### config.mk
export PLATFORM = sky130hd
export DESIGN_NAME = mult_rr_sequencer
export DESIGN_NICKNAME = d
export VERILOG_FILES = /design/src/rtl/mult_pkg.sv /design/src/rtl/mult_shift_add_core.sv /design/src/rtl/mult_rr_sequencer.sv
export SDC_FILE = /design/constraint.sdc
export NUM_CORES = 1
export LEC_CHECK = 0
export BUFFER_PORTS_ARGS = -buffer_cell sky130_fd_sc_hd__buf_2
export CELL_PAD_IN_SITES_DETAIL_PLACEMENT = 1
export CELL_PAD_IN_SITES_GLOBAL_PLACEMENT = 1
export CORE_AREA = 2 2 103 105
export CTS_CLUSTER_SIZE = 24
export DETAILED_ROUTE_END_ITERATION = 6
export DIE_AREA = 0 0 105 107
export HOLD_SLACK_MARGIN = 0.02
export PLACE_DENSITY_LB_ADDON = 0.1
export SYNTH_ARGS = -nofsm -noshare
export SYNTH_HDL_FRONTEND = slang
export SYNTH_HIERARCHICAL = 1
export SYNTH_SLANG_ARGS = --single-unit
export TNS_END_PERCENT = 20
### constraint.sdc
create_clock -name sys_clk -period 3.2 [get_ports sys_clk]
set_input_delay 0 -clock sys_clk [delete_from_list [all_inputs] [get_ports sys_clk]]
set_output_delay 0 -clock sys_clk [all_outputs]
set_load 0.05 [all_outputs]
### src/rtl/mult_pkg.sv
// Shared types and helpers for the shared signed multiplier sequencer.
package mult_pkg;

  localparam int unsigned WIDTH_DEF = 8;
  localparam int unsigned ABS_W     = 32;

  typedef enum logic [1:0] {
    IDLE,
    RUN,
    DONE
  } state_e;

  typedef logic req_id_t;

  // Caller sign-extends to ABS_W and truncates the result back.
  function automatic logic [ABS_W-1:0] abs_mag(
    input logic [ABS_W-1:0] v
  );
    return v[ABS_W-1] ? -v : v;
  endfunction

endpackage

### src/rtl/mult_shift_add_core.sv
// Unsigned shift-add multiplier, one iteration per step.
// prod is the accumulator including the pending iteration.
module mult_shift_add_core #(
  parameter int unsigned WIDTH  = 8,
  parameter int unsigned PROD_W = 2 * WIDTH
) (
  input  logic              clk,
  input  logic              rst,
  input  logic              start,
  input  logic              step,
  input  logic [WIDTH-1:0]  a,
  input  logic [WIDTH-1:0]  b,
  output logic [PROD_W-1:0] prod,
  output logic              done
);

  localparam int unsigned CNT_W = $clog2(WIDTH + 1);

  logic [PROD_W-1:0] mcand_q, mcand_d;
  logic [PROD_W-1:0] acc_q, acc_d;
  logic [PROD_W-1:0] addend;
  logic [WIDTH-1:0]  mplier_q, mplier_d;
  logic [CNT_W-1:0]  cnt_q, cnt_d;

  always_comb begin
    addend   = mplier_q[0] ? mcand_q : '0;
    prod     = acc_q + addend;
    done     = step && (cnt_q == CNT_W'(WIDTH - 1));
    mcand_d  = mcand_q;
    mplier_d = mplier_q;
    acc_d    = acc_q;
    cnt_d    = cnt_q;
    if (start) begin
      mcand_d  = PROD_W'(a);
      mplier_d = b;
      acc_d    = '0;
      cnt_d    = '0;
    end else if (step) begin
      acc_d    = prod;
      mcand_d  = mcand_q << 1;
      mplier_d = mplier_q >> 1;
      cnt_d    = cnt_q + CNT_W'(1);
    end
  end

  always_ff @(posedge clk) begin
    if (rst) begin
      mcand_q  <= '0;
      mplier_q <= '0;
      acc_q    <= '0;
      cnt_q    <= '0;
    end else begin
      mcand_q  <= mcand_d;
      mplier_q <= mplier_d;
      acc_q    <= acc_d;
      cnt_q    <= cnt_d;
    end
  end

endmodule

### src/rtl/mult_rr_sequencer.sv
// Round-robin front end sharing one sign-magnitude multiplier core.
// Define MULT_EARLY_ZERO_EN to cut RUN short for zero operands.
module mult_rr_sequencer
  import mult_pkg::*;
#(
  parameter int unsigned WIDTH  = WIDTH_DEF,
  parameter int unsigned PROD_W = 2 * WIDTH
) (
  input  logic              sys_clk,
  input  logic              rst,
  input  logic              req0_valid,
  output logic              req0_ready,
  input  logic [WIDTH-1:0]  req0_a,
  input  logic [WIDTH-1:0]  req0_b,
  input  logic              req1_valid,
  output logic              req1_ready,
  input  logic [WIDTH-1:0]  req1_a,
  input  logic [WIDTH-1:0]  req1_b,
  output logic              rsp_valid,
  input  logic              rsp_ready,
  output logic [PROD_W-1:0] rsp_mag,
  output logic              rsp_sign,
  output logic              rsp_id,
  output logic              busy
);

  state_e state_q, state_d;
  req_id_t last_q, last_d;
  req_id_t id_q, id_d;
  req_id_t rsp_id_q, rsp_id_d;
  req_id_t gnt;
  logic sign_q, sign_d;
  logic rsp_sign_q, rsp_sign_d;
  logic [PROD_W-1:0] rsp_mag_q, rsp_mag_d;
  logic any_v, accept, fin;
  logic core_step, core_done;
  logic [PROD_W-1:0] core_prod;
  logic [WIDTH-1:0] a_sel, b_sel;
  logic [WIDTH-1:0] a_mag, b_mag;
`ifdef MULT_EARLY_ZERO_EN
  logic zero_q, zero_d;
`endif

  // Prefer the requester not served last when both are valid.
  always_comb begin
    any_v = req0_valid | req1_valid;
    if (req0_valid && req1_valid) gnt = ~last_q;
    else if (req0_valid)          gnt = 1'b0;
    else                          gnt = 1'b1;
    a_sel = gnt ? req1_a : req0_a;
    b_sel = gnt ? req1_b : req0_b;
    a_mag = WIDTH'(abs_mag({{(ABS_W-WIDTH){a_sel[WIDTH-1]}}, a_sel}));
    b_mag = WIDTH'(abs_mag({{(ABS_W-WIDTH){b_sel[WIDTH-1]}}, b_sel}));
  end

  always_ff @(posedge sys_clk) begin
    if (rst) state_q <= IDLE;
    else     state_q <= state_d;
  end

  always_comb begin
    state_d = state_q;
    unique case (state_q)
      IDLE: if (any_v) state_d = RUN;
      RUN: begin
`ifdef MULT_EARLY_ZERO_EN
        if (zero_q || core_done) state_d = DONE;
`else
        if (core_done) state_d = DONE;
`endif
      end
      DONE: if (rsp_ready) state_d = IDLE;
      default: state_d = IDLE;
    endcase
  end

  always_comb begin
    req0_ready = (state_q == IDLE) && req0_valid && !gnt;
    req1_ready = (state_q == IDLE) && req1_valid && gnt;
    accept     = req0_ready | req1_ready;
    core_step  = (state_q == RUN);
    fin        = (state_q == RUN) && (state_d == DONE);
    rsp_valid  = (state_q == DONE);
    busy       = (state_q != IDLE);
  end

  always_comb begin
    last_d     = last_q;
    id_d       = id_q;
    sign_d     = sign_q;
    rsp_mag_d  = rsp_mag_q;
    rsp_sign_d = rsp_sign_q;
    rsp_id_d   = rsp_id_q;
`ifdef MULT_EARLY_ZERO_EN
    zero_d     = zero_q;
`endif
    if (accept) begin
      id_d   = gnt;
      sign_d = a_sel[WIDTH-1] ^ b_sel[WIDTH-1];
`ifdef MULT_EARLY_ZERO_EN
      zero_d = (a_mag == '0) || (b_mag == '0);
`endif
    end
    // A zero product never reports a negative sign.
    if (fin) begin
      rsp_mag_d  = core_prod;
      rsp_sign_d = sign_q & (|core_prod);
      rsp_id_d   = id_q;
    end
    if (rsp_valid && rsp_ready) last_d = rsp_id_q;
  end

  always_ff @(posedge sys_clk) begin
    if (rst) begin
      last_q     <= 1'b1;
      id_q       <= 1'b0;
      sign_q     <= 1'b0;
      rsp_mag_q  <= '0;
      rsp_sign_q <= 1'b0;
      rsp_id_q   <= 1'b0;
`ifdef MULT_EARLY_ZERO_EN
      zero_q     <= 1'b0;
`endif
    end else begin
      last_q     <= last_d;
      id_q       <= id_d;
      sign_q     <= sign_d;
      rsp_mag_q  <= rsp_mag_d;
      rsp_sign_q <= rsp_sign_d;
      rsp_id_q   <= rsp_id_d;
`ifdef MULT_EARLY_ZERO_EN
      zero_q     <= zero_d;
`endif
    end
  end

  assign rsp_mag  = rsp_mag_q;
  assign rsp_sign = rsp_sign_q;
  assign rsp_id   = rsp_id_q;

  mult_shift_add_core #(
    .WIDTH  (WIDTH),
    .PROD_W (PROD_W)
  ) u_core (
    .clk   (sys_clk),
    .rst   (rst),
    .start (accept),
    .step  (core_step),
    .a     (a_mag),
    .b     (b_mag),
    .prod  (core_prod),
    .done  (core_done)
  );

endmodule

==> summary.md <==
| Metric | Value |
|---|---|
| Peak VDD IR | 0.0002343 V |
| Warnings from Yosys | 6 |
| Chip height | 107 µm |
| Cell depth of the worst flop-to-flop path | 13 |
| Drt total wl | 11360 µm |
| Final Cycle Share | 93.68% |
| Pwr/cell area | 397.4 mW/mm² |
| Vias in the first global route | 3912 |
| Psw | 0.5536 mW |
| Final total power | 1.985 mW |
| Fin. Hold Viols | 0 |
| Comb pwr share | 16.1% |
| Clock tree from TritonCTS | done |
| Sequential share of the synthesized area | 31.51% |
| Sequential power share | 44.4% |
| Die ar. | 0.01124 mm² |
| Drt wl/cell | 15.66 µm |
| DRC viols | 0 |
| Setup TNS | 0 ns |
| # port buffers | 58 |
| Syn Nets | 579 |
| Initial antenna violation count | 0 |
| Starting DRT DRC Count | 82 |
| Placed cells | 706 |
| Most frequent cells in the layout | nor2_1, dfxtp_1, buf_2, a21oi_1, mux2i_1 |
| Hold_ws | 0.07636 ns |
| Row count | 37 |
| Hold_sp | req0_b[7] |
| Gr ovfl total | 0 |
| Clock buffer depth | 2 |
| HPWL after DPL | 8599 µm |
| Footprint of the multi-input gates | 0.002765 mm² |
| CORE AREA | 0.01009 mm² |
| CP Class | flop to flop |
| Slew @ Worst Pin | 0.7639 ns |
| CTS H-tree lvls | 3 |
| Vias per cell | 5.308 |
| Fmax | 333.6 MHz |
| Slew Viols, Final | 0 |
| Minimum clock period | 2.998 ns |
| WHS Endpoint | sign_q$_SDFFE_PP0P_ |
| Post-DRT Antenna Nets | 0 |
| Hold crit path type | input pin to flop |
| RSZ-0062 raised after global routing | false |
| Max-cap check violation count | 0 |
| Gpl congestion | 0.8313 |
| Final core utilization | 49.50% |
| Share of cells above drive strength 1 | 20.54% |
| Worst Path Required | 3.43 ns |
| Clk sinks | 67 |
| Critical Path End Type | flop |
| First-pass detailed-route iteration total | 4 |
| First-pass GRT wire length | 19200 µm |
| Filler cell count | 1275 |
| Max-Slew Margin vs Limit | 49.08% |
| Flop-to-flop setup slack | 0.20 ns |
| Switching part of the total | 27.89% |
| Flops & latches, synth | 67 |
| Clk Latency, worst-skew pair | 0.35 ns |
| Worst Setup Start Kind | flop |
| Root Buffer | clkbuf_8 |
| Total track usage | 21.19% |
| Fin cells | 725 |
| Number of setup violations in the final report | 0 |
| Int Pwr | 1.432 mW |
| Hold path depth | 4 |
| Cells after Synth | 523 |
| # nets final | 640 |
| Syn-to-layout area delta | 17.37% |
| TritonCTS Buffers | 9 |
| Die Span X | 105 µm |
| Status | completed |
| I/O pin count | 59 |
| Leakage | 2.232 nW |
| Clock network power share | 39.5% |
| Largest net degree at the start of global routing | 57 |
| Total number of vias | 3848 |
| Synthesized cell area | 0.004257 mm² |
| Clock Skew | 0.008171 ns |
| Synth cell types | 51 |
| Mean Syn Cell Area | 8.139 µm² |
| R2r startpoint | u_core/mplier_q[0]$_SDFFE_PP0P_ |
| Reg2reg end | rsp_sign$_SDFFE_PP0P_ |
| Ant. Diodes | 0 |
| FF+latch area | 0.001345 mm² |
| Commonest non-fill, non-tap cell in the layout | nor2_1 |
| Worst-path clk slew | 0.07 ns |
| Critical Path AT | 3.23 ns |
| Initial Util | 42.18% |
| Max FO, Critical Path | 16 |
==> cells by family after synthesis <==
kind of cell,share of synthesized area [%]
muxes,14.52
AOI/OAI and AO/OA,14.14
xor gates and xnor gates,5.761
adders and majority gates,5.761
and+or+nand+nor,24.04
buffers and inverters,4.262
DFF,31.51
==> how the worst max path moves through the flow <==
stage / to / cells after the start / startpoint
floorplan: rsp_sign$_SDFFE_PP0P_ / 14 / u_core/mplier_q[0]$_SDFFE_PP0P_
detailed placement: rsp_sign$_SDFFE_PP0P_ / 13 / u_core/mplier_q[0]$_SDFFE_PP0P_
global placement: rsp_sign$_SDFFE_PP0P_ / 13 / u_core/mplier_q[0]$_SDFFE_PP0P_
CTS: rsp_sign$_SDFFE_PP0P_ / 13 / u_core/mplier_q[0]$_SDFFE_PP0P_
finish: rsp_sign$_SDFFE_PP0P_ / 13 / u_core/mplier_q[0]$_SDFFE_PP0P_
global route: rsp_sign$_SDFFE_PP0P_ / 13 / u_core/mplier_q[0]$_SDFFE_PP0P_
==> metal layers <==
metal / part of all wire, % / global-route usage [%] / wire length, µm / up-vias
met5: 0 / 0 / 0 / -
met4: 1.9 / 7.524 / 215 / 0
met3: 3.5 / 4.012 / 398 / 14
met2: 48 / 36.13 / 5436 / 67
met1: 47 / 26.75 / 5306 / 1819
li1: - / - / - / 1948
==> critical path, stage by stage (launching register included) <==
cell and delay, ns:
dfxtp_4 0.40, and2_1 0.17, ha_1 0.20, fa_1 0.40, a21oi_1 0.23, o22ai_1 0.15
o21ai_1 0.20, o21ai_1 0.18, a31oi_1 0.26, xnor2_1 0.13, nor4_2 0.24, nand4_1 0.11
nand3_1 0.12, a21oi_1 0.07
==> synthesized netlist by cell type, drive strengths merged <==
cell	instances	share of area, %
a21o	11	2.0
and4b	1	0.24
a31o	2	0.41
nor4	10	1.5
nor3	9	1.1
clkbuf	24	2.1
a211oi	2	0.47
a31oi	4	0.59
o211ai	3	0.53
a311oi	1	0.21
nand3b	6	1.1
mux2i	52	12
and2	18	2.6
a221o	1	0.24
dfxtp	67	32
or3	1	0.15
inv	6	0.53
nor3b	6	1.1
o22ai	1	0.15
nand2b	3	0.44
nand4b	2	0.41
nor2	76	6.7
a21boi	1	0.18
xnor2	16	3.3
xor2	12	2.5
nor2b	6	0.88
mux2	8	2.3
and3	2	0.29
buf	8	1.6
a311o	5	1.2
nand2	50	4.4
fa	1	0.47
nand4	7	1.0
nand3	12	1.4
ha	18	5.3
or2	5	0.79
o21ai	11	1.7
a21oi	55	6.5
==> cell type report <==
type	instances	area share (%)
well taps	136	3.406
repair buffers	82	9.567
clock inverters	6	1.753
inverters	6	0.4508
clock buffers	10	2.554
flip-flops and latches	67	26.92
multi-input cells	418	55.35
==> per-stage QoR <==
stage | setup WS (ns) | area [µm²]
finish | 0.2024 | 4996
global route | 0.03368 | 4996
CTS | 0.04241 | 4972
detailed placement | -0.05607 | 4726
global placement | 0.06062 | 4726
floorplan | 0.2881 | 4257
==> state kept, by name, indices dropped and copies added, names as in the netlist <==
signal           cells
rsp_id               1
state_q              2
rsp_sign             1
rsp_mag             16
last_q               1
id_q                 1
u_core/acc_q        16
u_core/cnt_q         4
sign_q               1
u_core/mcand_q      16
u_core/mplier_q      8
==> power groups by stage <==
stage	logic [mW]	clock network (mW)	registers, mW
6_report	0.320	0.785	0.881
3_5_place_dp	0.318	0	0.900
5_1_grt	0.358	0.838	0.885
3_3_place_gp	0.310	0	0.900
4_1_cts	0.322	0.806	0.881
2_1_floorplan	0.234	0	0.890
==> what timing repair did <==
item	in CTS	in global routing
pin swaps	0	1
hold endpoints to repair	12	0
resized for setup	1	6
endpoints found under the setup margin	1	1
gates cloned	0	0
setup buffers	0	0
hold buffers	3	0
(Power assumes the default switching activity.)
